==> src/rtl/control_unit_pkg.sv <==
// control_unit_pkg: Mini SRC opcodes, step encodings and instruction classes
package control_unit_pkg;
    localparam int OP_W = 5;
    typedef logic [OP_W-1:0] op_t;
    localparam op_t OP_LD   = 5'b00000;
    localparam op_t OP_LDI  = 5'b00001;
    localparam op_t OP_ST   = 5'b00010;
    localparam op_t OP_ADD  = 5'b00011;
    localparam op_t OP_SHL  = 5'b01011;
    localparam op_t OP_ADDI = 5'b01100;
    localparam op_t OP_ANDI = 5'b01101;
    localparam op_t OP_ORI  = 5'b01110;
    localparam op_t OP_DIV  = 5'b01111;
    localparam op_t OP_MUL  = 5'b10000;
    localparam op_t OP_NEG  = 5'b10001;
    localparam op_t OP_NOT  = 5'b10010;
    localparam op_t OP_BR   = 5'b10011;
    localparam op_t OP_JR   = 5'b10100;
    localparam op_t OP_IN   = 5'b10110;
    localparam op_t OP_OUT  = 5'b10111;
    localparam op_t OP_MFHI = 5'b11000;
    localparam op_t OP_MFLO = 5'b11001;
    localparam op_t OP_NOP  = 5'b11010;
    localparam op_t OP_HALT = 5'b11011;
    localparam op_t NOP_OP  = OP_NOP;
    typedef enum logic [3:0] {T0, T1, T2, T3, T4, T5, T6, T7, HALT} step_t;
    typedef struct packed {
        logic ld;
        logic ldi;
        logic st;
        logic alu_r;
        logic alu_i;
        logic unary;
        logic br;
        logic jr;
        logic io_in;
        logic io_out;
        logic mfhi;
        logic mflo;
        logic muldiv;
        logic halt;
        logic none;
    } cls_t;
endpackage

==> src/rtl/instr_class_decode.sv <==
// instr_class_decode: opcode to one-hot instruction class (mul/div only with MULDIV_EN)
module instr_class_decode
    import control_unit_pkg::*;
(
    input  logic [OP_W-1:0] op,
    output cls_t            cls
);
    always_comb begin
        cls = '0;
        cls.ld = op == OP_LD;
        cls.ldi = op == OP_LDI;
        cls.st = op == OP_ST;
        cls.alu_r = op >= OP_ADD && op <= OP_SHL;
        cls.alu_i = op inside {OP_ADDI, OP_ANDI, OP_ORI};
        cls.unary = op inside {OP_NEG, OP_NOT};
        cls.br = op == OP_BR;
        cls.jr = op == OP_JR;
        cls.io_in = op == OP_IN;
        cls.io_out = op == OP_OUT;
        cls.mfhi = op == OP_MFHI;
        cls.mflo = op == OP_MFLO;
`ifdef MULDIV_EN
        cls.muldiv = op inside {OP_MUL, OP_DIV};
`else
        cls.muldiv = 1'b0;
`endif
        cls.halt = op == OP_HALT;
        cls.none = ~|cls[14:1];
    end
endmodule

==> src/rtl/control_unit.sv <==
// control_unit: Mini SRC hardwired control sequencer; define MULDIV_EN to execute mul/div
module control_unit
    import control_unit_pkg::*;
(
    input  logic            clock,
    input  logic            clear,
    input  logic [31:0]     ir,
    input  logic            CON_FF,
    output logic            Gra,
    output logic            Grb,
    output logic            Grc,
    output logic            Rin,
    output logic            Rout,
    output logic            BAout,
    output logic            PCout,
    output logic            IncPC,
    output logic            PCin,
    output logic            IRin,
    output logic            Yin,
    output logic            HIout,
    output logic            HIin,
    output logic            LOout,
    output logic            LOin,
    output logic            Cout,
    output logic            Zhighout,
    output logic            Zlowout,
    output logic            Zin,
    output logic            MDRout,
    output logic            MDRin,
    output logic            MARin,
    output logic            memRead,
    output logic            memWrite,
    output logic            CONin,
    output logic            inPortOut,
    output logic            outPort_en,
    output logic [OP_W-1:0] opcode,
    output logic            run
);
    step_t step, nxt, last;
    cls_t cls;
    logic [7:0] t;
    logic addr, alu, ir_unused;
    assign ir_unused = ^ir[26:0];
    instr_class_decode u_decode (
        .op (ir[31:27]),
        .cls(cls)
    );
    always_ff @(posedge clock or posedge clear) begin
        if (clear) step <= T0;
        else step <= nxt;
    end
    always_comb begin
        last = cls.none ? T3 : (cls.ld | cls.st) ? T7 : (cls.br | cls.muldiv) ? T6 :
               (cls.ldi | cls.alu_r | cls.alu_i) ? T5 : cls.unary ? T4 : T3;
        nxt = step_t'(step + 4'd1);
        if (step == HALT) nxt = HALT;
        else if (step >= T3 && step >= last) nxt = cls.halt ? HALT : T0;
    end
    // every strobe is qualified by a step bit, so clearing t silences them all
    always_comb begin
        t = '0;
        t[step[2:0]] = !clear && step != HALT;
        addr = cls.ld | cls.ldi | cls.st;
        alu = cls.alu_r | cls.alu_i;
        run = clear || step != HALT;
        Gra = t[3] & (cls.br | cls.jr | cls.io_in | cls.io_out | cls.mfhi | cls.mflo | cls.muldiv)
            | t[4] & cls.unary | t[5] & (cls.ldi | alu) | t[6] & cls.st | t[7] & cls.ld;
        Grb = t[3] & (addr | alu | cls.unary) | t[4] & cls.muldiv;
        Grc = t[4] & cls.alu_r;
        Rin = t[3] & (cls.io_in | cls.mfhi | cls.mflo) | t[4] & cls.unary
            | t[5] & (cls.ldi | alu) | t[7] & cls.ld;
        Rout = t[3] & (alu | cls.unary | cls.br | cls.jr | cls.io_out | cls.muldiv)
             | t[4] & (cls.alu_r | cls.muldiv) | t[6] & cls.st;
        BAout = t[3] & addr;
        PCout = t[0] | t[4] & cls.br;
        IncPC = t[0];
        PCin = t[1] | t[3] & cls.jr | t[6] & cls.br & CON_FF;
        IRin = t[2];
        Yin = t[3] & (addr | alu | cls.muldiv) | t[4] & cls.br;
        HIout = t[3] & cls.mfhi;
        HIin = t[6] & cls.muldiv;
        LOout = t[3] & cls.mflo;
        LOin = t[5] & cls.muldiv;
        Cout = t[4] & (addr | cls.alu_i) | t[5] & cls.br;
        Zhighout = t[6] & cls.muldiv;
        Zlowout = t[1] | t[4] & cls.unary | t[5] & (addr | alu | cls.muldiv) | t[6] & cls.br;
        Zin = t[0] | t[3] & cls.unary | t[4] & (addr | alu | cls.muldiv) | t[5] & cls.br;
        MDRout = t[2] | t[7] & cls.ld;
        MDRin = t[1] | t[6] & (cls.ld | cls.st);
        MARin = t[0] | t[5] & (cls.ld | cls.st);
        memRead = t[1] | t[6] & cls.ld;
        memWrite = t[7] & cls.st;
        CONin = t[3] & cls.br;
        inPortOut = t[3] & cls.io_in;
        outPort_en = t[3] & cls.io_out;
        opcode = (t[4] & addr | t[5] & cls.br) ? OP_ADD :
                 (t[4] & (alu | cls.muldiv) | t[3] & cls.unary) ? ir[31:27] : NOP_OP;
    end
endmodule
==> config.mk <==
export PLATFORM = sky130hd
export DESIGN_NAME = control_unit
export DESIGN_NICKNAME = d
export VERILOG_FILES = /design/src/rtl/control_unit_pkg.sv /design/src/rtl/instr_class_decode.sv /design/src/rtl/control_unit.sv
export SDC_FILE = /design/constraint.sdc
export NUM_CORES = 1
export LEC_CHECK = 0
export ABC_AREA = 1
export CAP_MARGIN = 30
export CORE_MARGIN = 2
export CORE_UTILIZATION = 37
export CTS_CLUSTER_DIAMETER = 200
export CTS_CLUSTER_SIZE = 8
export DETAILED_ROUTE_END_ITERATION = 16
export PLACE_DENSITY = 0.92
export SLEW_MARGIN = 10
export SYNTH_ARGS = -nofsm -noshare
export SYNTH_HDL_FRONTEND = slang
export SYNTH_SLANG_ARGS = --single-unit
==> constraint.sdc <==
create_clock -name clock -period 2.6 [get_ports clock]
set_input_delay 0.52 -clock clock [delete_from_list [all_inputs] [get_ports clock]]
set_output_delay 0.52 -clock clock [all_outputs]
set_load 0.02 [all_outputs]
==> impl_metrics.py <==
metrics = {
    "sta": {
        "clock_skew_ns": 0.00299,
        "tns_ns": 0,
        "drv_slew": 0,
        "final_hold_viol_count": 0,
        "fmax_ghz": 0.391,
        "setup_viol": 0,
        "fin_crit_ns": 2.55,
        "hold_ws_ns": 0.560,
        "fin_ws_ns": 0.0455,
        "period_share_pct": 98.3,
    },
    "synthesis": {
        "yosysTopAreaCell": "nand2_1",
        "syn_area_um2": 940,
        "yosysSeqAreaShare_pct": 10.7,
        "synthCells": 160,
        "synth_area_per_cell_um2": 5.87,
        "synth_ff_type": "dfrtp_1",
        "synth_cell_types": 31,
        "yosysWarnings": 0,
        "ys_seq_elements": 4,
        "synth_top_area_share_pct": 11.6,
        "synth_top_cells_by_area": "nand2_1, dfrtp_1, nor2_1",
        "async_reset_ff_share_pct": 100,
        "synth_edf_count": 0,
    },
    "route": {
        "drt_first_pass_iters": 4,
        "wire_per_inst_um": 11.5,
        "vias": 1282,
        "drt-initial-drc-count": 39,
        "vias_per_cell": 4.91,
        "ant_nets": 0,
        "wl_um": 3000,
        "drcViolationCount": 0,
    },
    "placement": {
        "dpl.hpwl_um": 2430,
        "portBuffers": 37,
        "dp_slack_ns": -0.435,
        "gp_congestion": 0.898,
        "placed_area_mm2": 0.00156,
    },
    "min_path": {
        "hp-class": "flop to flop",
    },
    "layout": {
        "fin_area_mm2": 0.00157,
        "final_common_cell": "buf_4",
        "register_area_um2": 101,
        "n_antenna_cell": 0,
        "top_register": "step",
        "multiInputGateArea_um2": 717,
        "final_cell_mix": "buf_4, nand2_1, nor2_1",
        "drive_gt1_share_pct": 35.5,
        "final_util_pct": 64.6,
        "area_growth_pct": 67.2,
        "largest_register_ffs": 4,
        "fill_cells": 218,
        "reg_top3": "step: 4 flops",
        "finalNetCount": 273,
    },
    "pwr": {
        "vdd_drop_max_uv": 737,
        "p_leak_nw": 0.927,
        "power_density_mw_per_mm2": 587,
    },
    "grt": {
        "grt_max_degree": 12,
        "use_met3_pct": 3.28,
        "grt_use_met2_pct": 35.5,
        "use_met1_pct": 26.2,
        "grt_pass1_wl_um": 4400,
        "first_global_vias": 1034,
        "grt-ovfl-total": 0,
        "grt.total_usage_pct": 20.0,
        "grt_busiest_layer": "met2",
        "antenna_found_initial": 0,
    },
    "cts": {
        "clock_latency_ns": 0.23,
        "clock-sinks": 4,
        "path_clk_slew_ns": 0.03,
        "cts_hold_buf": 0,
        "cts_root_buf": "clkbuf_4",
        "cts_tree": "built",
        "h-tree-depth": 1,
        "clockBufferDepth": 2,
        "numCtsBuffers": 3,
    },
    "floorplan": {
        "core_mm2": 0.00243,
        "num_rows": 18,
        "start_util_pct": 38.6,
        "dieArea_mm2": 0.00296,
        "chipHeight_um": 54.4,
        "die_width_um": 54.4,
        "ioPinCount": 68,
    },
    "critical_path": {
        "setup.worst_path.start_class": "input port",
        "crit_path_end_kind": "primary output",
        "arrival_ns": 2.03,
        "cp_max_fo": 6,
        "critPathKind": "input port to primary output",
        "crit_required_ns": 2.08,
    },
    "status": {
        "status": "finished clean",
    },
    "flow_run": {
        "drv_cap": 0,
    },
}
through the flow:
step	cells	total power, mW
6_report	261	0.923
5_1_grt	261	1.01
4_1_cts	260	0.911
3_5_place_dp	257	0.869
3_3_place_gp	257	0.848
2_1_floorplan	162	0.588
timing repair:
item | in CTS | in global routing
pin swaps | 1 | 3
buffers inserted | 0 | 1
resized for setup | 43 | 18
endpoints found under the setup margin | 29 | 20
logic make-up after synthesis:
family	count (synthesis)	share of synthesized area (%)
flip-flops	4	10.7
AND/OR/NAND/NOR	99	55.5
adder cells (fa/ha/maj)	5	6.66
AO/OA/AOI/OAI	17	10.7
buffers and inverters	34	16.1
other	1	0.399
worst max-delay path, stage by stage:
cell and delay, ns:
clkdlybuf4s50_1 0.45, inv_2 0.15, nand4_1 0.20, nor2_1 0.21, nor2_1 0.08, nand3_1 0.09
dlygate4sd2_1 0.33
cell usage after synthesis (2+ instances only):
| library cell | count |
|---|---|
| inv_2 | 9 |
| ha_1 | 5 |
| dfrtp_1 | 4 |
| nor3_1 | 3 |
| nand4_1 | 5 |
| inv_1 | 18 |
| nand3_4 | 3 |
| nor2_2 | 2 |
| nand2_2 | 7 |
| clkinv_2 | 2 |
| nand2_1 | 29 |
| nand3_1 | 16 |
| nand4_2 | 2 |
| nor2_1 | 26 |
| buf_4 | 3 |
| a21oi_1 | 6 |
| o21ai_2 | 2 |
| o21ai_0 | 5 |
report_power, final:
part	switching (mW)	internal, mW	leakage [nW]
clock network	0.0242	0.0515	0.0138
registers	0.0562	0.0948	0.0492
logic	0.417	0.279	0.864
per-layer routing:
| layer | vias up | part of all wire (%) |
|---|---|---|
| met3 | 2 | 5.1 |
| met2 | 38 | 51 |
| li1 | 659 | - |
| met1 | 583 | 43 |
| met5 | - | 0 |
| met4 | 0 | 0.47 |
path summary, 6_finish.rpt:
check / from / to / slack [ns] / depth (start not counted)
max: clear / Zlowout / 0.05 / 7
min: step[0] / step[0] / 0.56 / 1
max reg2reg: step[2] / step[0] / 1.08 / 8
min reg2reg: step[0] / step[0] / 0.56 / 1
max in group asynchronous: clear / step[2] / 1.75 / 3
min in group asynchronous: clear / step[3] / 0.73 / 3
final cells by class:
class / instances / area share [%]
repair buffers: 70 / 36.6
multi-input cells: 124 / 45.6
inverters: 30 / 7.48
flip-flops and latches: 4 / 6.45
well taps: 30 / 2.39
clock buffers: 3 / 1.43
(Power assumes the default switching activity.)
